**config.mk**
```make
export PLATFORM = sky130hd
export DESIGN_NAME = tattr_dma_ctrl_flat
export DESIGN_NICKNAME = d
export VERILOG_FILES = /design/src/rtl/tattr_dma_ctrl_if.sv /design/src/rtl/tattr_dma_ctrl.sv /design/src/flat_wrapper.sv
export SDC_FILE = /design/constraint.sdc
export NUM_CORES = 1
export LEC_CHECK = 0
export CORE_MARGIN = 2
export CORE_UTILIZATION = 55
export CTS_CLUSTER_SIZE = 14
export DETAILED_ROUTE_END_ITERATION = 8
export DONT_BUFFER_PORTS = 1
export PLACE_DENSITY_LB_ADDON = 0.2
export SLEW_MARGIN = 20
export SYNTH_ARGS = -nofsm -noshare
export SYNTH_HDL_FRONTEND = slang
export SYNTH_SLANG_ARGS = --single-unit
```
**constraint.sdc**
```tcl
create_clock -name clk -period 2.66 [get_ports clk]
set_input_delay 0.133 -clock clk [delete_from_list [all_inputs] [get_ports clk]]
set_output_delay 0.133 -clock clk [all_outputs]
set_load 0.05 [all_outputs]
```
**src/rtl/tattr_dma_ctrl_if.sv**
```systemverilog
// Bus bundle for tattr_dma_ctrl: CPU register port, CPU direct-store port,
// system-memory read port, vblank input and the tattr RAM write port.
// slave  = the DMA controller side, master = the surrounding system.
interface tattr_dma_ctrl_if #(
  parameter int ADDR_W   = 32,
  parameter int TATTR_AW = 10
);
  // register file access
  logic [1:0]          reg_addr;
  logic [31:0]         reg_wdata;
  logic                reg_wenable;
  logic [31:0]         reg_rdata;
  // CPU direct stores into tattr RAM
  logic [TATTR_AW-1:0] cpu_tattr_addr;
  logic [7:0]          cpu_tattr_wdata;
  logic                cpu_tattr_we;
  // system-memory source reads
  logic                mem_req;
  logic [ADDR_W-1:0]   mem_addr;
  logic                mem_ready;
  logic [7:0]          mem_rdata;
  // display timing
  logic                vblank;
  // shared tattr RAM write port towards video_unit
  logic [TATTR_AW-1:0] tattr_addr;
  logic [7:0]          tattr_wdata;
  logic                tattr_wenable;
  // completion interrupt
  logic                done_irq;

  modport slave (
    input  reg_addr, reg_wdata, reg_wenable,
    input  cpu_tattr_addr, cpu_tattr_wdata, cpu_tattr_we,
    input  mem_ready, mem_rdata, vblank,
    output reg_rdata, mem_req, mem_addr,
    output tattr_addr, tattr_wdata, tattr_wenable, done_irq
  );

  modport master (
    output reg_addr, reg_wdata, reg_wenable,
    output cpu_tattr_addr, cpu_tattr_wdata, cpu_tattr_we,
    output mem_ready, mem_rdata, vblank,
    input  reg_rdata, mem_req, mem_addr,
    input  tattr_addr, tattr_wdata, tattr_wenable, done_irq
  );
endinterface

```
**src/rtl/tattr_dma_ctrl.sv**
```systemverilog
// tattr_dma_ctrl: byte-wise copy engine from system memory into tile-attribute
// RAM. Owns the single tattr write port; CPU direct stores always win it and
// the DMA write simply retries the next cycle.
// Optional feature: define TATTR_DMA_IRQ_EN to implement CTRL[3] irq_en and
// the registered done_irq pulse; otherwise done_irq is tied low.
//
// state   | meaning
// --------+---------------------------------------------------------------
// IDLE    | no transfer; tattr port forwards CPU stores
// WAIT_VB | vb_only transfer waiting for vblank before the next byte
// READ    | mem_req held high at SRC until mem_ready, byte latched
// WRITE   | latched byte written at DST unless the CPU owns the port
module tattr_dma_ctrl #(
  parameter int ADDR_W   = 32,
  parameter int TATTR_AW = 10,
  parameter int LEN_W    = 11
) (
  input logic           clk,
  input logic           rst,
  tattr_dma_ctrl_if.slave bus
);

  typedef enum logic [1:0] {
    S_IDLE    = 2'd0,
    S_WAIT_VB = 2'd1,
    S_READ    = 2'd2,
    S_WRITE   = 2'd3
  } state_t;

  state_t              state_q, state_d;
  logic [ADDR_W-1:0]   src_q, src_d;
  logic [TATTR_AW-1:0] dst_q, dst_d;
  logic [LEN_W-1:0]    len_q, len_d;
  logic [7:0]          byte_q, byte_d;
  logic                vb_only_q, vb_only_d;
  logic                done_q, done_d;
  logic                abort_pend_q, abort_pend_d;

  logic busy;
  logic ctrl_wr;
  logic start_cmd;
  logic abort_cmd;
  logic dma_we;
  logic done_evt;
  logic irq_en_bit;

  assign busy      = (state_q != S_IDLE);
  assign ctrl_wr   = bus.reg_wenable && (bus.reg_addr == 2'd3);
  assign abort_cmd = ctrl_wr && bus.reg_wdata[2];
  // abort in the same write suppresses start; start while busy is dropped
  assign start_cmd = ctrl_wr && bus.reg_wdata[0] && !bus.reg_wdata[2] && !busy;

  // Next-state, counter and datapath control
  always_comb begin
    state_d      = state_q;
    src_d        = src_q;
    dst_d        = dst_q;
    len_d        = len_q;
    byte_d       = byte_q;
    vb_only_d    = vb_only_q;
    done_d       = done_q;
    abort_pend_d = abort_pend_q;
    dma_we       = 1'b0;
    done_evt     = 1'b0;

    // address/length registers are writable only while idle
    if (bus.reg_wenable && !busy) begin
      case (bus.reg_addr)
        2'd0:    src_d = bus.reg_wdata[ADDR_W-1:0];
        2'd1:    dst_d = bus.reg_wdata[TATTR_AW-1:0];
        2'd2:    len_d = bus.reg_wdata[LEN_W-1:0];
        default: ;
      endcase
    end
    if (ctrl_wr) vb_only_d = bus.reg_wdata[1];

    case (state_q)
      S_IDLE: begin
        abort_pend_d = 1'b0;
        if (start_cmd) begin
          if (len_q == '0) begin
            done_evt = 1'b1;
          end else if (bus.reg_wdata[1] && !bus.vblank) begin
            state_d = S_WAIT_VB;
          end else begin
            state_d = S_READ;
          end
        end
      end

      S_WAIT_VB: begin
        if (abort_cmd) begin
          state_d = S_IDLE;
        end else if (bus.vblank) begin
          state_d = S_READ;
        end
      end

      S_READ: begin
        // the memory request cannot be withdrawn, so an abort waits for it
        if (bus.mem_ready) begin
          abort_pend_d = 1'b0;
          if (abort_cmd || abort_pend_q) begin
            state_d = S_IDLE;
          end else begin
            byte_d  = bus.mem_rdata;
            state_d = S_WRITE;
          end
        end else if (abort_cmd) begin
          abort_pend_d = 1'b1;
        end
      end

      S_WRITE: begin
        if (abort_cmd) begin
          state_d = S_IDLE;
        end else if (!bus.cpu_tattr_we) begin
          dma_we = 1'b1;
          src_d  = src_q + ADDR_W'(1);
          dst_d  = dst_q + TATTR_AW'(1);
          len_d  = len_q - LEN_W'(1);
          if (len_q == LEN_W'(1)) begin
            done_evt = 1'b1;
            state_d  = S_IDLE;
          end else if (vb_only_q && !bus.vblank) begin
            state_d = S_WAIT_VB;
          end else begin
            state_d = S_READ;
          end
        end
      end

      default: state_d = S_IDLE;
    endcase

    if (done_evt) begin
      done_d = 1'b1;
    end else if (start_cmd) begin
      done_d = 1'b0;
    end
  end

  // State and register file storage
  always_ff @(posedge clk or posedge rst) begin
    if (rst) begin
      state_q      <= S_IDLE;
      src_q        <= '0;
      dst_q        <= '0;
      len_q        <= '0;
      byte_q       <= '0;
      vb_only_q    <= 1'b0;
      done_q       <= 1'b0;
      abort_pend_q <= 1'b0;
    end else begin
      state_q      <= state_d;
      src_q        <= src_d;
      dst_q        <= dst_d;
      len_q        <= len_d;
      byte_q       <= byte_d;
      vb_only_q    <= vb_only_d;
      done_q       <= done_d;
      abort_pend_q <= abort_pend_d;
    end
  end

`ifdef TATTR_DMA_IRQ_EN
  logic irq_en_q;
  logic done_irq_q;
  logic irq_en_eff;

  // a CTRL write that enables the irq and starts a zero-length copy counts
  assign irq_en_eff = ctrl_wr ? bus.reg_wdata[3] : irq_en_q;

  // Interrupt enable and one-cycle completion pulse
  always_ff @(posedge clk or posedge rst) begin
    if (rst) begin
      irq_en_q   <= 1'b0;
      done_irq_q <= 1'b0;
    end else begin
      if (ctrl_wr) irq_en_q <= bus.reg_wdata[3];
      done_irq_q <= done_evt && irq_en_eff;
    end
  end

  assign irq_en_bit   = irq_en_q;
  assign bus.done_irq = done_irq_q;
`else
  assign irq_en_bit   = 1'b0;
  assign bus.done_irq = 1'b0;
`endif

  // Register read mux; address registers return live counters
  always_comb begin
    bus.reg_rdata = '0;
    case (bus.reg_addr)
      2'd0:    bus.reg_rdata = 32'(src_q);
      2'd1:    bus.reg_rdata = 32'(dst_q);
      2'd2:    bus.reg_rdata = 32'(len_q);
      default: bus.reg_rdata = {28'd0, irq_en_bit, 1'b0, done_q, busy};
    endcase
  end

  assign bus.mem_req  = (state_q == S_READ);
  assign bus.mem_addr = src_q;

  // tattr port: DMA only when it actually commits, CPU otherwise
  assign bus.tattr_wenable = dma_we || bus.cpu_tattr_we;
  assign bus.tattr_addr    = dma_we ? dst_q  : bus.cpu_tattr_addr;
  assign bus.tattr_wdata   = dma_we ? byte_q : bus.cpu_tattr_wdata;

endmodule

```
**src/flat_wrapper.sv**
```systemverilog
// flat-port wrapper written by rule: the top's interface ports become plain ports
module tattr_dma_ctrl_flat 
#(
  parameter int ADDR_W   = 32,
  parameter int TATTR_AW = 10,
  parameter int LEN_W    = 11
)
  (clk, rst, bus_reg_addr, bus_reg_wdata, bus_reg_wenable, bus_cpu_tattr_addr, bus_cpu_tattr_wdata, bus_cpu_tattr_we, bus_mem_ready, bus_mem_rdata, bus_vblank, bus_reg_rdata, bus_mem_req, bus_mem_addr, bus_tattr_addr, bus_tattr_wdata, bus_tattr_wenable, bus_done_irq);
  tattr_dma_ctrl_if #(.ADDR_W(ADDR_W), .TATTR_AW(TATTR_AW)) bus_i ();
  input logic clk;
  input logic rst;
  input wire logic [$bits(bus_i.reg_addr)-1:0] bus_reg_addr;
  input wire logic [$bits(bus_i.reg_wdata)-1:0] bus_reg_wdata;
  input wire logic [$bits(bus_i.reg_wenable)-1:0] bus_reg_wenable;
  input wire logic [$bits(bus_i.cpu_tattr_addr)-1:0] bus_cpu_tattr_addr;
  input wire logic [$bits(bus_i.cpu_tattr_wdata)-1:0] bus_cpu_tattr_wdata;
  input wire logic [$bits(bus_i.cpu_tattr_we)-1:0] bus_cpu_tattr_we;
  input wire logic [$bits(bus_i.mem_ready)-1:0] bus_mem_ready;
  input wire logic [$bits(bus_i.mem_rdata)-1:0] bus_mem_rdata;
  input wire logic [$bits(bus_i.vblank)-1:0] bus_vblank;
  output wire logic [$bits(bus_i.reg_rdata)-1:0] bus_reg_rdata;
  output wire logic [$bits(bus_i.mem_req)-1:0] bus_mem_req;
  output wire logic [$bits(bus_i.mem_addr)-1:0] bus_mem_addr;
  output wire logic [$bits(bus_i.tattr_addr)-1:0] bus_tattr_addr;
  output wire logic [$bits(bus_i.tattr_wdata)-1:0] bus_tattr_wdata;
  output wire logic [$bits(bus_i.tattr_wenable)-1:0] bus_tattr_wenable;
  output wire logic [$bits(bus_i.done_irq)-1:0] bus_done_irq;
  assign bus_i.reg_addr = bus_reg_addr;
  assign bus_i.reg_wdata = bus_reg_wdata;
  assign bus_i.reg_wenable = bus_reg_wenable;
  assign bus_i.cpu_tattr_addr = bus_cpu_tattr_addr;
  assign bus_i.cpu_tattr_wdata = bus_cpu_tattr_wdata;
  assign bus_i.cpu_tattr_we = bus_cpu_tattr_we;
  assign bus_i.mem_ready = bus_mem_ready;
  assign bus_i.mem_rdata = bus_mem_rdata;
  assign bus_i.vblank = bus_vblank;
  assign bus_reg_rdata = bus_i.reg_rdata;
  assign bus_mem_req = bus_i.mem_req;
  assign bus_mem_addr = bus_i.mem_addr;
  assign bus_tattr_addr = bus_i.tattr_addr;
  assign bus_tattr_wdata = bus_i.tattr_wdata;
  assign bus_tattr_wenable = bus_i.tattr_wenable;
  assign bus_done_irq = bus_i.done_irq;
  tattr_dma_ctrl #(.ADDR_W(ADDR_W), .TATTR_AW(TATTR_AW), .LEN_W(LEN_W)) u_core (.clk(clk), .rst(rst), .bus(bus_i));
endmodule
```
* Word-level counts from Yosys, hierarchy flattened *
Index checks and enable logic that the tools add are counted.

operators by class
  equal/unequal tests = 13
  add/subtract/negate cells = 3
  reductions and logical operators = 22
  bitwise logic cells = 1
  muxes and demuxes = 44

operators with widths
  kind                                                                     count
  32-bit two-way mux                                                       5
  32-bit case mux with 3 select lines                                      1
  10-bit two-way mux                                                       6
  11-bit two-way mux                                                       5
  32-bit by 1-bit adder with 32-bit output, second input constant          1
  2-bit two-way mux                                                        11
  1-bit two-way mux                                                        12
  11-bit by 1-bit equality test with 1-bit output, second input constant   1
  11-bit zero test                                                         1
  11-bit by 1-bit subtractor with 11-bit output, second input constant     1
  10-bit by 1-bit adder with 10-bit output, second input constant          1
  3-bit by 2-bit inequality test with 1-bit output, second input constant  3
  2-bit equality test, second input constant                               4
  1-bit logical AND                                                        8
  8-bit two-way mux                                                        1
  2-bit case mux with 4 select lines                                       1
  2-bit nonzero test                                                       3
  5-bit AND reduction                                                      1
  2-bit by 1-bit equality test with 1-bit output, second input constant    2
  2-bit zero test                                                          2
  2-bit inequality test, second input constant                             2
  1-bit case mux with 2 select lines                                       2
  1-bit zero test                                                          3
  3-bit AND reduction                                                      1
  other kinds (4)                                                          5

word-level totals
  output and inout port bits = 85
  input port bits = 66
  word-level logic and storage cells = 91
  bits in registers = 66

* Logic depth before layout (Yosys ltp) *
  depth in word-level cells = 8
  gate-level depth with buffers = 9
  gate-level depth less buffers = 7

* Worst setup path after synthesis *
No wires, ideal clock.

  path kind = reg-to-output
  start = register u_core.state_q[0]
  end = output port bus_tattr_addr[2]
  stages on the path, launching flop included = 7
  data required time = 2.527 ns
  arrival = 2.527 ns
  slack = 0.000 ns
  path buffers = 2
  path through = dfrtp_1 ha_1 nor2b_1 nand2_1 buf_2 buf_2 o21ai_0

on the way
  word-level cells in the longest chain between the ends = 3

RTL lines
  element                 line                   text
  from (decl)             tattr_dma_ctrl.sv:30   state_t state_q, state_d;
  from (signal assigned)  tattr_dma_ctrl.sv:155  state_q <= state_d;
  2-bit equality test     tattr_dma_ctrl.sv:77   case (state_q)
  1-bit two-way mux       tattr_dma_ctrl.sv:77
  10-bit two-way mux      tattr_dma_ctrl.sv:208  assign bus.tattr_addr = dma_we ? dst_q : bus.cpu_tattr_addr;
  to (decl)               flat_wrapper.sv:24     output wire logic [$bits(bus_i.tattr_addr)-1:0] bus_tattr_addr;

Every way passes these cells.

* Final worst setup path *
  start = register u_core.state_q[0]
  end = output port bus_tattr_wdata[1]

on the way
  word-level cells in the longest chain between the ends = 3

RTL lines
  element              line                   text
  2-bit equality test  tattr_dma_ctrl.sv:77
  1-bit two-way mux    tattr_dma_ctrl.sv:77
  8-bit two-way mux    tattr_dma_ctrl.sv:209  assign bus.tattr_wdata = dma_we ? byte_q : bus.cpu_tattr_wdata;
  to (decl)            flat_wrapper.sv:25     output wire logic [$bits(bus_i.tattr_wdata)-1:0] bus_tattr_wdata;

Every way passes these cells.

==> results.py <==
metrics = {
    "run_status": {
        "status": "complete, no violations",
    },
    "yosys": {
        "synth-seq-cells": 66,
        "yosysTopAreaCellShare_pct": 35.73,
        "synth_fp_nets": 651,
        "netlist_area_mm2": 0.004622,
        "synth-seq-area-share_pct": 35.73,
        "ys_async_sr_fraction_pct": 100.0,
        "yosysWarningCount": 0,
        "synth.most_common_cell": "nand2_1",
        "avgSynthCellArea_um2": 8.010,
        "yosysUniqueCellTypes": 62,
        "synth-main-ff-cell": "dfrtp_1",
        "synth_area_leaders": "dfrtp_1 (36%), nand2_1 (8.4%), nor2_1 (4.5%)",
        "synth_top_area_cell": "dfrtp_1",
        "yosys-top-cells-count": "nand2_1 (103), dfrtp_1 (66), nor2_1 (55)",
        "synth_edf_count": 0,
        "synthCells": 577,
    },
    "grt": {
        "grt_pass1_vias": 4558,
        "grt_pass1_wl_um": 23230,
        "grt_overflow": 0,
        "grt_antenna_before_repair": 0,
        "grt_max_degree": 48,
        "grtUsageTotal_pct": 33.32,
    },
    "timing": {
        "finalSetupViolations": 0,
        "finClkSkew_ns": 0.01268,
        "setup_tns_ns": 0,
        "max_freq_ghz": 0.3960,
        "post-route-period-util_pct": 94.94,
        "slew_headroom_pct": 28.23,
        "hold_viol": 0,
        "tightest_slew_ns": 1.076,
        "rsz0062_at_grt": "false",
        "slew_viol_final": 0,
        "fin_crit_ns": 2.526,
    },
    "place": {
        "globalplace.congestion": 0.9066,
        "port_buffers": 0,
        "hpwlAfterDp_um": 10220,
    },
    "finish": {
        "layout.area.seq_mm2": 0.001652,
        "drive_above_1_share_pct": 15.36,
        "fillCellCount": 691,
        "diodes": 0,
        "multi_input_area_mm2": 0.002794,
        "nets": 720,
        "finish.utilization_pct": 68.98,
        "areaGrowthSynthToFinish_pct": 22.01,
    },
    "detailed_routing": {
        "drt_wl_total_um": 15000,
        "viasPerCell": 6.528,
        "post_drt_wl_per_cell_um": 19.84,
        "ant_nets": 0,
        "vias": 4935,
        "drt_iter0_drc": 503,
        "dr.pass1.iters": 6,
        "route.detailed.drc": 0,
    },
    "pwr": {
        "p_sw_mw": 3.872,
        "clkPwrFrac_pct": 12.6,
        "max-vdd-ir-drop_uv": 700.1,
        "internal_power_mw": 3.125,
        "power.leakage_nw": 2.414,
        "swShare_pct": 55.34,
        "pwr-share-comb_pct": 57.8,
        "seqPwrFrac_pct": 29.7,
        "power.density_mw_per_mm2": 1241,
    },
    "worst_hold_path": {
        "hold_class": "primary input to flop",
        "hold_depth": 2,
    },
    "floorplan": {
        "die_h_um": 95.67,
        "die-area_mm2": 0.009153,
        "ios": 151,
        "initial_utilization_pct": 56.54,
        "core_mm2": 0.008175,
        "die_w_um": 95.67,
        "row_count": 33,
    },
    "critical_path": {
        "arrival_ns": 2.39,
        "path_depth": 6,
        "cpMostUsedCell": "nand2_1",
        "crit_required_ns": 2.53,
        "worstSetupPathType": "flop to output pin",
        "slowest_delay_ns": 0.42,
        "worstPathMaxFanout": 47,
        "critPathCaptureType": "output pin",
        "slowest_stage": "dfrtp_1",
        "cp_num_buf_inv": 1,
        "start_kind": "flop",
        "crit_chain": "ha_1 -> nor2b_1 -> nand2_4 -> buf_12 -> nand2_1 -> nand2_1",
        "critical-path-top-delay-family": "simple AND/OR/NAND/NOR gates",
        "worstRegToRegCells": 5,
    },
    "clock_tree": {
        "cts_made_buffers": 9,
        "cts_tree": "built",
        "clk_pin_slew_ns": 0.08,
        "cts_buffer_depth": 2,
        "root_buffer": "clkbuf_8",
        "clk_latency_ns": 0.36,
        "cts.sinks": 66,
        "cts_max_level": 3,
    },
    "job": {
        "drv_cap": 0,
    },
}
==> repair_timing <==
| item | in CTS | in global routing |
|---|---|---|
| setup endpoints to repair | 0 | 15 |
| gates resized for setup | 0 | 1 |
| hold endpoints to repair | 84 | 1 |
| buffers inserted | 0 | 0 |
| hold buffers | 40 | 1 |
==> final timing paths <==
check	endpoint	slack, ns	from
min in group asynchronous	u_core.dst_q[8]	0.31	rst
hold reg to reg	u_core.byte_q[4]	0.51	u_core.byte_q[4]
max in group asynchronous	u_core.bus.mem_addr[27]	1.70	rst
setup reg to reg	u_core.bus.mem_addr[21]	0.37	u_core.state_q[0]
setup / recovery	bus_tattr_wdata[1]	0.13	u_core.state_q[0]
hold / removal	u_core.bus.mem_addr[0]	0.01	bus_reg_wdata[0]
==> final cells by class <==
type / instances / area share [%]
Clock buffer: 11 / 2.507
Clock inverter: 5 / 0.9541
Inverter: 17 / 1.132
Multi-Input combinational cell: 462 / 49.55
Sequential cell: 66 / 29.29
Tap cell: 105 / 2.330
Timing Repair Buffer: 90 / 14.24
==> routing by layer <==
layer	share of wire (%)	vias to the layer above	global-route usage [%]	routed length (um)
met1	40	2354	44.74	5972
met2	48	297	53.26	7240
met4	3.0	0	13.10	447
met3	8.9	51	6.245	1337
met5	0	-	0	0
li1	-	2233	-	-
==> sequential cells by signal, indices dropped and copies added, names as in the netlist <==
signal	cells
u_core.abort_pend_q	1
u_core.byte_q	8
u_core.state_q	2
u_core.dst_q	10
u_core.vb_only_q	1
u_core.bus.mem_addr	32
u_core.done_q	1
u_core.len_q	11
==> placed cells by master, fill, tap and decap left out, types with 4 or more instances in the layout <==
cell type / instances
nand2_1: 102
dfrtp_1: 66
nor2_1: 54
buf_4: 47
dlygate4sd3_1: 41
a21oi_1: 33
nand3_1: 31
o21ai_0: 23
and2_1: 20
inv_1: 16
o21ai_1: 13
mux2_2: 13
mux2i_1: 12
nor3_1: 11
nand4_1: 11
clkbuf_8: 10
and3_1: 9
a211oi_1: 9
ha_1: 8
o22ai_1: 7
o221a_2: 7
and4_1: 6
nor4_1: 6
o21a_1: 6
a22oi_1: 6
nor2b_1: 4
nor3_2: 4
a21o_1: 4
o211ai_1: 4
a311oi_1: 4
or3_1: 4
o32ai_1: 4
==> kinds of logic (layout without fill, tap and decap cells) <==
kind of cell	Yosys count	after routing	synth area share, %
buffers and inverters	49	123	4.548
XOR/XNOR	3	3	0.5686
multiplexers	30	30	7.472
other	1	1	0.08113
AND/OR/NAND/NOR	280	280	29.53
AO/OA/AOI/OAI	140	140	19.90
adder cells (fa/ha/maj)	8	8	2.166
flip-flops	66	66	35.73
==> power by group through the flow <==
stage | combinational (mW) | clock [mW] | sequential, mW
after floorplan | 2.32 | 0 | 2.68
after global placement | 3.82 | 0 | 2.04
after detailed placement | 3.92 | 0 | 2.07
after CTS | 3.98 | 0.881 | 2.05
after global routing | 4.32 | 0.920 | 2.15
final | 4.04 | 0.880 | 2.08
==> per-stage QoR <==
stage / setup WS [ns] / total power [mW] / hold WS [ns] / cell area [um2] / instances
after floorplan: 0.3819 / 4.998 / 0.2576 / 4622 / 577
after global placement: 0.4955 / 5.865 / 0.1361 / 5029 / 699
after detailed placement: 0.4033 / 5.990 / 0.1352 / 5029 / 699
after CTS: 0.09007 / 6.919 / 0.003643 / 5624 / 755
after global routing: 0.01981 / 7.395 / 0.02546 / 5639 / 756
final: 0.1345 / 6.996 / 0.01006 / 5639 / 756
(Power assumes the default switching activity.)
